[src/rtl/mux_b_t_t_n_pkg.sv]
// ============================================================================
// Module      : mux_bt_pkg
// Description : Shared types and helpers for the temporal-to-binary mux.
// Revision    : 1.0 - initial release
// ============================================================================
`default_nettype none

package mux_bt_pkg;

    typedef enum logic {
        EDGE_RISING  = 1'b0,
        EDGE_FALLING = 1'b1
    } edge_mode_t;

    // Bits needed to hold a value in 0..n-1, never less than one bit.
    function automatic int cnt_width(input int n);
        return (n > 1) ? $clog2(n) : 1;
    endfunction

endpackage

`default_nettype wire

[src/rtl/mux_b_t_t_n_if.sv]
// ============================================================================
// Module      : mux_bt_if
// Description : Data bus of the temporal-to-binary mux (inputs, selects, results).
// Revision    : 1.0 - initial release
// ============================================================================
`default_nettype none

interface mux_bt_if
    import mux_bt_pkg::*;
#(
    parameter int NUM_INPUTS   = 16,
    parameter int NUM_CHANNELS = 4,
    parameter int INPUT_WIDTH  = 4,
    parameter int IDX_WIDTH    = cnt_width(NUM_INPUTS)
);

    logic [NUM_INPUTS-1:0][INPUT_WIDTH-1:0]   inputs;
    logic [NUM_CHANNELS-1:0]                  select;
    logic [NUM_CHANNELS-1:0][INPUT_WIDTH-1:0] out;
    logic [NUM_CHANNELS-1:0]                  hit;
    logic [NUM_CHANNELS-1:0][IDX_WIDTH-1:0]   hit_idx;
    logic                                     out_valid;
    logic                                     gamma_start;

    modport master (
        output inputs,
        output select,
        input  out,
        input  hit,
        input  hit_idx,
        input  out_valid,
        input  gamma_start
    );

    modport slave (
        input  inputs,
        input  select,
        output out,
        output hit,
        output hit_idx,
        output out_valid,
        output gamma_start
    );

endinterface

`default_nettype wire

[src/rtl/mux_b_t_t_n_t2b_capture.sv]
// ============================================================================
// Module      : t2b_capture
// Description : Per-channel edge detect and first-event time capture.
// Revision    : 1.0 - initial release
// ============================================================================
`default_nettype none

module t2b_capture
    import mux_bt_pkg::*;
#(
    parameter int         INPUT_WIDTH = 4,
    parameter edge_mode_t EDGE_MODE   = EDGE_RISING
) (
    input  wire logic                   clk,
    input  wire logic                   rst,
    input  wire logic                   slot_zero,
    input  wire logic [INPUT_WIDTH-1:0] cnt,
    input  wire logic                   sel,
    output logic      [INPUT_WIDTH-1:0] cap_time,
    output logic                        cap_valid
);

    localparam logic c_IDLE_LEVEL = (EDGE_MODE == EDGE_FALLING);

    logic                   r_sel_q;
    logic                   r_captured;
    logic [INPUT_WIDTH-1:0] r_time;

    logic w_prev;
    logic w_event;
    logic w_captured;

    // At slot 0 the previous level is taken as idle, so a line already in
    // its active state when the cycle opens counts as an event at time 0.
    assign w_prev     = slot_zero ? c_IDLE_LEVEL : r_sel_q;
    assign w_event    = (EDGE_MODE == EDGE_FALLING) ? (~sel & w_prev) : (sel & ~w_prev);
    assign w_captured = r_captured & ~slot_zero;

    always_ff @(posedge clk) begin
        if (rst) begin
            r_sel_q    <= c_IDLE_LEVEL;
            r_captured <= 1'b0;
            r_time     <= '0;
        end else begin
            r_sel_q    <= sel;
            r_captured <= w_captured | w_event;
            if (w_event && !w_captured) begin
                r_time <= cnt;
            end
        end
    end

    // An event in the current slot is visible immediately, which lets the
    // last slot of the cycle still resolve a capture made in that slot.
    assign cap_valid = w_captured | w_event;
    assign cap_time  = w_captured ? r_time : cnt;

endmodule

`default_nettype wire

[src/rtl/mux_b_t_t_n.sv]
// ============================================================================
// Module      : mux_b_t_t_n
// Description : Multi-channel temporal-select to binary multiplexer.
// Revision    : 1.0 - initial release
// ============================================================================
`default_nettype none

module mux_b_t_t_n
    import mux_bt_pkg::*;
#(
    parameter int         GAMMA_CYCLE_WIDTH = 16,
    parameter int         NUM_INPUTS        = 16,
    parameter int         NUM_CHANNELS      = 4,
    parameter edge_mode_t EDGE_MODE         = EDGE_RISING,
    parameter int         INPUT_WIDTH       = cnt_width(GAMMA_CYCLE_WIDTH),
    parameter int         IDX_WIDTH         = cnt_width(NUM_INPUTS)
) (
    input  wire logic aclk,
    input  wire logic grst,
    mux_bt_if.slave   bus
);

    localparam logic [INPUT_WIDTH-1:0] c_LAST_SLOT = INPUT_WIDTH'(GAMMA_CYCLE_WIDTH - 1);

    logic [INPUT_WIDTH-1:0] r_cnt;
    logic                   r_out_valid;
    logic                   w_slot_zero;
    logic                   w_last_slot;

    assign w_slot_zero = (r_cnt == '0);
    assign w_last_slot = (r_cnt == c_LAST_SLOT);

    always_ff @(posedge aclk) begin
        if (grst) begin
            r_cnt       <= '0;
            r_out_valid <= 1'b0;
        end else begin
            r_cnt       <= w_last_slot ? '0 : r_cnt + 1'b1;
            r_out_valid <= w_last_slot;
        end
    end

    assign bus.out_valid   = r_out_valid;
    assign bus.gamma_start = w_slot_zero;

    for (genvar ch = 0; ch < NUM_CHANNELS; ch++) begin : g_chan
        logic [INPUT_WIDTH-1:0] w_cap_time;
        logic                   w_cap_valid;
        logic                   w_match_any;
        logic [IDX_WIDTH-1:0]   w_match_idx;
        logic [INPUT_WIDTH-1:0] r_out;
        logic                   r_hit;
        logic [IDX_WIDTH-1:0]   r_hit_idx;

        t2b_capture #(
            .INPUT_WIDTH (INPUT_WIDTH),
            .EDGE_MODE   (EDGE_MODE)
        ) u_capture (
            .clk       (aclk),
            .rst       (grst),
            .slot_zero (w_slot_zero),
            .cnt       (r_cnt),
            .sel       (bus.select[ch]),
            .cap_time  (w_cap_time),
            .cap_valid (w_cap_valid)
        );

        // Scanning from the top down lets the lowest matching index win.
        always_comb begin
            w_match_any = 1'b0;
            w_match_idx = '0;
            for (int i = NUM_INPUTS - 1; i >= 0; i--) begin
                if (w_cap_valid && (bus.inputs[i] == w_cap_time)) begin
                    w_match_any = 1'b1;
                    w_match_idx = IDX_WIDTH'(i);
                end
            end
        end

        always_ff @(posedge aclk) begin
            if (grst) begin
                r_out     <= '0;
                r_hit     <= 1'b0;
                r_hit_idx <= '0;
            end else if (w_last_slot) begin
                r_out     <= w_match_any ? w_cap_time : '0;
                r_hit     <= w_match_any;
                r_hit_idx <= w_match_idx;
            end
        end

        assign bus.out[ch]     = r_out;
        assign bus.hit[ch]     = r_hit;
        assign bus.hit_idx[ch] = r_hit_idx;
    end

endmodule

`default_nettype wire

[src/flat_wrapper.sv]
// flat-port wrapper written by rule: the top's interface ports become plain ports
module mux_b_t_t_n_flat import mux_bt_pkg::*;
#(
    parameter int         GAMMA_CYCLE_WIDTH = 16,
    parameter int         NUM_INPUTS        = 16,
    parameter int         NUM_CHANNELS      = 4,
    parameter edge_mode_t EDGE_MODE         = EDGE_RISING,
    parameter int         INPUT_WIDTH       = cnt_width(GAMMA_CYCLE_WIDTH),
    parameter int         IDX_WIDTH         = cnt_width(NUM_INPUTS)
)
  (aclk, grst, bus_inputs, bus_select, bus_out, bus_hit, bus_hit_idx, bus_out_valid, bus_gamma_start);
  mux_bt_if #(.NUM_INPUTS(NUM_INPUTS), .NUM_CHANNELS(NUM_CHANNELS), .INPUT_WIDTH(INPUT_WIDTH), .IDX_WIDTH(IDX_WIDTH)) bus_i ();
  input  wire logic aclk;
  input  wire logic grst;
  input wire logic [$bits(bus_i.inputs)-1:0] bus_inputs;
  input wire logic [$bits(bus_i.select)-1:0] bus_select;
  output wire logic [$bits(bus_i.out)-1:0] bus_out;
  output wire logic [$bits(bus_i.hit)-1:0] bus_hit;
  output wire logic [$bits(bus_i.hit_idx)-1:0] bus_hit_idx;
  output wire logic [$bits(bus_i.out_valid)-1:0] bus_out_valid;
  output wire logic [$bits(bus_i.gamma_start)-1:0] bus_gamma_start;
  assign bus_i.inputs = bus_inputs;
  assign bus_i.select = bus_select;
  assign bus_out = bus_i.out;
  assign bus_hit = bus_i.hit;
  assign bus_hit_idx = bus_i.hit_idx;
  assign bus_out_valid = bus_i.out_valid;
  assign bus_gamma_start = bus_i.gamma_start;
  mux_b_t_t_n #(.GAMMA_CYCLE_WIDTH(GAMMA_CYCLE_WIDTH), .NUM_INPUTS(NUM_INPUTS), .NUM_CHANNELS(NUM_CHANNELS), .EDGE_MODE(EDGE_MODE), .INPUT_WIDTH(INPUT_WIDTH), .IDX_WIDTH(IDX_WIDTH)) u_core (.aclk(aclk), .grst(grst), .bus(bus_i));
endmodule
[config.mk]
export PLATFORM = sky130hd
export DESIGN_NAME = mux_b_t_t_n_flat
export DESIGN_NICKNAME = d
export VERILOG_FILES = /design/src/rtl/mux_b_t_t_n_pkg.sv /design/src/rtl/mux_b_t_t_n_if.sv /design/src/rtl/mux_b_t_t_n_t2b_capture.sv /design/src/rtl/mux_b_t_t_n.sv /design/src/flat_wrapper.sv
export SDC_FILE = /design/constraint.sdc
export NUM_CORES = 1
export LEC_CHECK = 0
export BUFFER_PORTS_ARGS = -buffer_cell sky130_fd_sc_hd__buf_2
export CORE_MARGIN = 2
export CORE_UTILIZATION = 40
export CTS_CLUSTER_SIZE = 20
export DETAILED_ROUTE_END_ITERATION = 10
export GPL_ROUTABILITY_DRIVEN = 0
export SYNTH_ARGS = -nofsm -noshare
export SYNTH_HDL_FRONTEND = slang
export SYNTH_SLANG_ARGS = --single-unit
[constraint.sdc]
create_clock -name aclk -period 3.45 [get_ports aclk]
set_clock_uncertainty 0.2 [all_clocks]
set_input_delay 0.1725 -clock aclk [delete_from_list [all_inputs] [get_ports aclk]]
set_output_delay 0.1725 -clock aclk [all_outputs]
set_load 0.05 [all_outputs]
==> impl_results.md <==
* Total Routed Length at 25300 um
* Final cell count without fillers at roughly 1300
* Routed Antenna Nets at 0
* Post-route DRC at 0
* Net Count, Synth at around 950
* Slew Limit Headroom at between 40% and 50%
* Mapped Area at 6940 um2
* CTS tree: built
* Number of DRC markers in iteration 0 at roughly 700
* Global-route wire length before repair at between 30000 and 40000 um
* Ports at 108
* Initial antenna violation count at 0
* Final net count at ~1100
* Final slew viol count at 0
* Peak Freq at 295 MHz
* Final Hold Fails at 0
* Clock Latency Late Sink at roughly 340 ps
* Mean Syn Cell Area at between 7 and 8 um2
* ANT cells at 0
* Post-synth EDFFs at 0
* Yosys warns at 0
* Peak supply drop at slightly above 0.3 mV
* Core Util, Final at 52.0%
* Cells after Synth at between 800 and 900
* Inst Count DP at around 1200
* Status: complete, no violations
* CTS Root Cell: clkbuf_16
* Core region area at ~17000 um2
* Die area at 18400 um2
* Synth unique cells at 86
* CP endpoint kind: flop
* Worst slew pin tran at approximately 840 ps
* TNS Setup at 0 ps
* H-tree Lvls at 3
* Data required time of the worst path at between 3000 and 4000 ps
* Die height at 136 um
* Die width at roughly 140 um
* Seq cells post-synth at 65
* Leakage power at roughly 3.7 nW
* Row cnt at 48
* Final number of setup-violating endpoints at 0
* Dpl hpwl at about 20000 um
* Hold Path Stages at 4
* Final min period at approximately 3400 ps
* CP max FO at 13
* Cell count of the worst reg-to-reg path at 14
* Max_cap viols at 0
* Async SR Flop Fraction at 0%
* Area Overhead vs Synth at 28.2%
* Clock-pin slew on the worst setup and hold paths at 60 ps
* Vias at ~7200
* Final period utilization at between 90% and 100%
* Vias in the first global route at approximately 6600
* Total gr overflow at 0
* Largest net degree at the start of global routing at 28
* Max Root-Sink Buffers at 2
* CP startpoint kind: flop
* Hold Slack at approximately 230 ps
* Main synth FF type: dfxtp_1
* Clock buffer count from CTS at 9
* Post-synthesis sequential area ratio at 18.7%
* Tot GR Track Use at a little over a quarter
* Pre-Repair DR Iteration Count at 5
* Hold WC Path Type: input port to flop
* Fillers at approximately 1700
* Starting Density at between 40% and 50%
* Crit Path Class: flop to flop
* PortBufs at between 100 and 150
* Via/cell ratio at 5.66
* Wirelength per Cell at between 15 and 20 um
* Setup WS post-layout at between 60 and 70 ps
* PD cells at roughly 360 nW/um2
* Post-Place Worst Slack at -191 ps
* Clock sinks at 65
* Layout cells sized above 1 at approximately 28%
* RSZ-0062 raised after global routing: yes
* Worst path arrival time at between 3000 and 4000 ps
## report_power, final
part,switching [mW],internal [mW],leakage [nW]
sequential,0.0171,0.767,0.527
clock,0.367,0.713,0.171
combinational,0.787,0.591,2.96
total,1.17,2.07,3.65
## cell type report
class / instances / area, um2 / share of cell area [%]
Clock buffer: 9 / 225 / 2.53
Clock inverter: 7 / 125 / 1.41
Inverter: 22 / 96.3 / 1.08
Multi-Input combinational cell: 733 / 5390 / 60.6
Sequential cell: 65 / 1300 / 14.6
Tap cell: 225 / 282 / 3.16
Timing Repair Buffer: 215 / 1480 / 16.6
## metal layers
metal / GRT usage, % / share of wire [%] / up-vias
met5: 0 / 0 / -
met4: 10.4 / 3.6 / 0
met3: 4.23 / 6.7 / 53
met2: 42.6 / 44 / 291
li1: - / - / 3461
met1: 38.2 / 46 / 3416
## Yosys cell counts (all sizes together) (7+ instances only)
master / count / area [um2]
mux2i: 7 / 95.1
nand2: 62 / 240
nor2: 70 / 283
and2: 9 / 56.3
clkbuf: 18 / 67.6
or3: 11 / 73.8
o211ai: 8 / 92.6
nor3: 22 / 120
a22o: 11 / 96.3
nor4: 27 / 175
buf: 42 / 284
or4: 7 / 52.6
nor2b: 11 / 68.8
xor2: 108 / 946
a21oi: 42 / 218
o21ai: 44 / 228
o41ai: 10 / 121
nand4: 14 / 87.6
dfxtp: 65 / 1300
nand3: 26 / 130
inv: 20 / 75.1
xnor2: 122 / 1070
nand2b: 11 / 68.8
## flip-flops by register name, summed over array words and instances (netlist names)
signal,cells
u_core.g_chan.u_capture.r_time,16
u_core.g_chan.u_capture.r_captured,4
u_core.r_cnt,4
u_core.bus.out_valid,1
u_core.g_chan.u_capture.r_sel_q,4
u_core.g_chan.r_hit,4
u_core.g_chan.r_out,16
u_core.g_chan.r_hit_idx,16
## logic make-up after synthesis
logic type | count (synthesis) | synth area share, %
and+or+nand+nor | 297 | 22.9
xor gates and xnor gates | 230 | 29.0
AOI/OAI and AO/OA | 195 | 20.9
buffers and inverters | 82 | 6.43
DFF | 65 | 18.7
muxes | 9 | 1.69
adders and majority gates | 2 | 0.360
## cells in the final DEF, fill, tap and decap left out, types with 5 or more instances in the layout
cell / netlist / layout
nor4_2: 1 / 7
or4_1: 7 / 7
o21ai_1: 7 / 8
o21a_1: 6 / 6
dfxtp_1: 65 / 64
inv_1: 20 / 20
xnor2_1: 122 / 122
nand3_1: 26 / 26
buf_4: 12 / 90
nor4_1: 26 / 20
o21ai_0: 35 / 33
nand2_1: 61 / 61
a32oi_1: 6 / 6
nor2_2: 5 / 5
nor2b_1: 11 / 10
a22o_1: 11 / 10
and2_1: 8 / 8
nor3_1: 20 / 20
buf_12: 0 / 8
or3_1: 10 / 10
o211ai_1: 5 / 5
mux2i_1: 5 / 5
dlygate4sd3_1: 0 / 6
or2_2: 6 / 6
clkbuf_16: 0 / 9
nand2b_1: 11 / 11
nor2_1: 64 / 63
a32o_1: 5 / 5
nand4_1: 14 / 14
xor2_1: 108 / 105
a21oi_1: 40 / 40
buf_2: 17 / 107
## worst max-delay path, cell delays in order, from the launching register on
cell and delay [ps]:
dfxtp_2 340, clkinv_2 50, ha_1 190, or3b_4 310, clkinv_8 110, o211ai_4 280, buf_4 210, xor2_1 190
nor4_2 90, buf_4 140, a221oi_1 350, a31oi_2 100, nor3_2 330, a21oi_2 150, a22o_1 220
## path summary, 6_finish.rpt
path / startpoint / endpoint / slack [ps]
worst min-delay path: bus_inputs[16] / u_core.g_chan[0].r_hit_idx[0] / 230
worst max register to register: u_core.r_cnt[0] / u_core.g_chan[3].r_out[2] / 60
worst min register to register: u_core.g_chan[2].r_hit / u_core.g_chan[2].r_hit / 240
worst max-delay path: u_core.r_cnt[0] / u_core.g_chan[3].r_out[2] / 60
## through the flow
stage	total power, mW	instance area (um2)
floorplan	1.63	6940
global placement	2.08	8240
detailed placement	2.08	8240
CTS	3.18	8660
global route	3.40	8900
finish	3.24	8900
## timing repair
action | 4_1_cts | 5_1_grt
hold buffers | 6 | 0
buffers inserted | 0 | 7
pin swaps | 0 | 8
setup endpoints to repair | 16 | 25
gates resized for setup | 3 | 36
endpoints found under the hold margin | 17 | 0
Power figures use the tool's default switching activity.
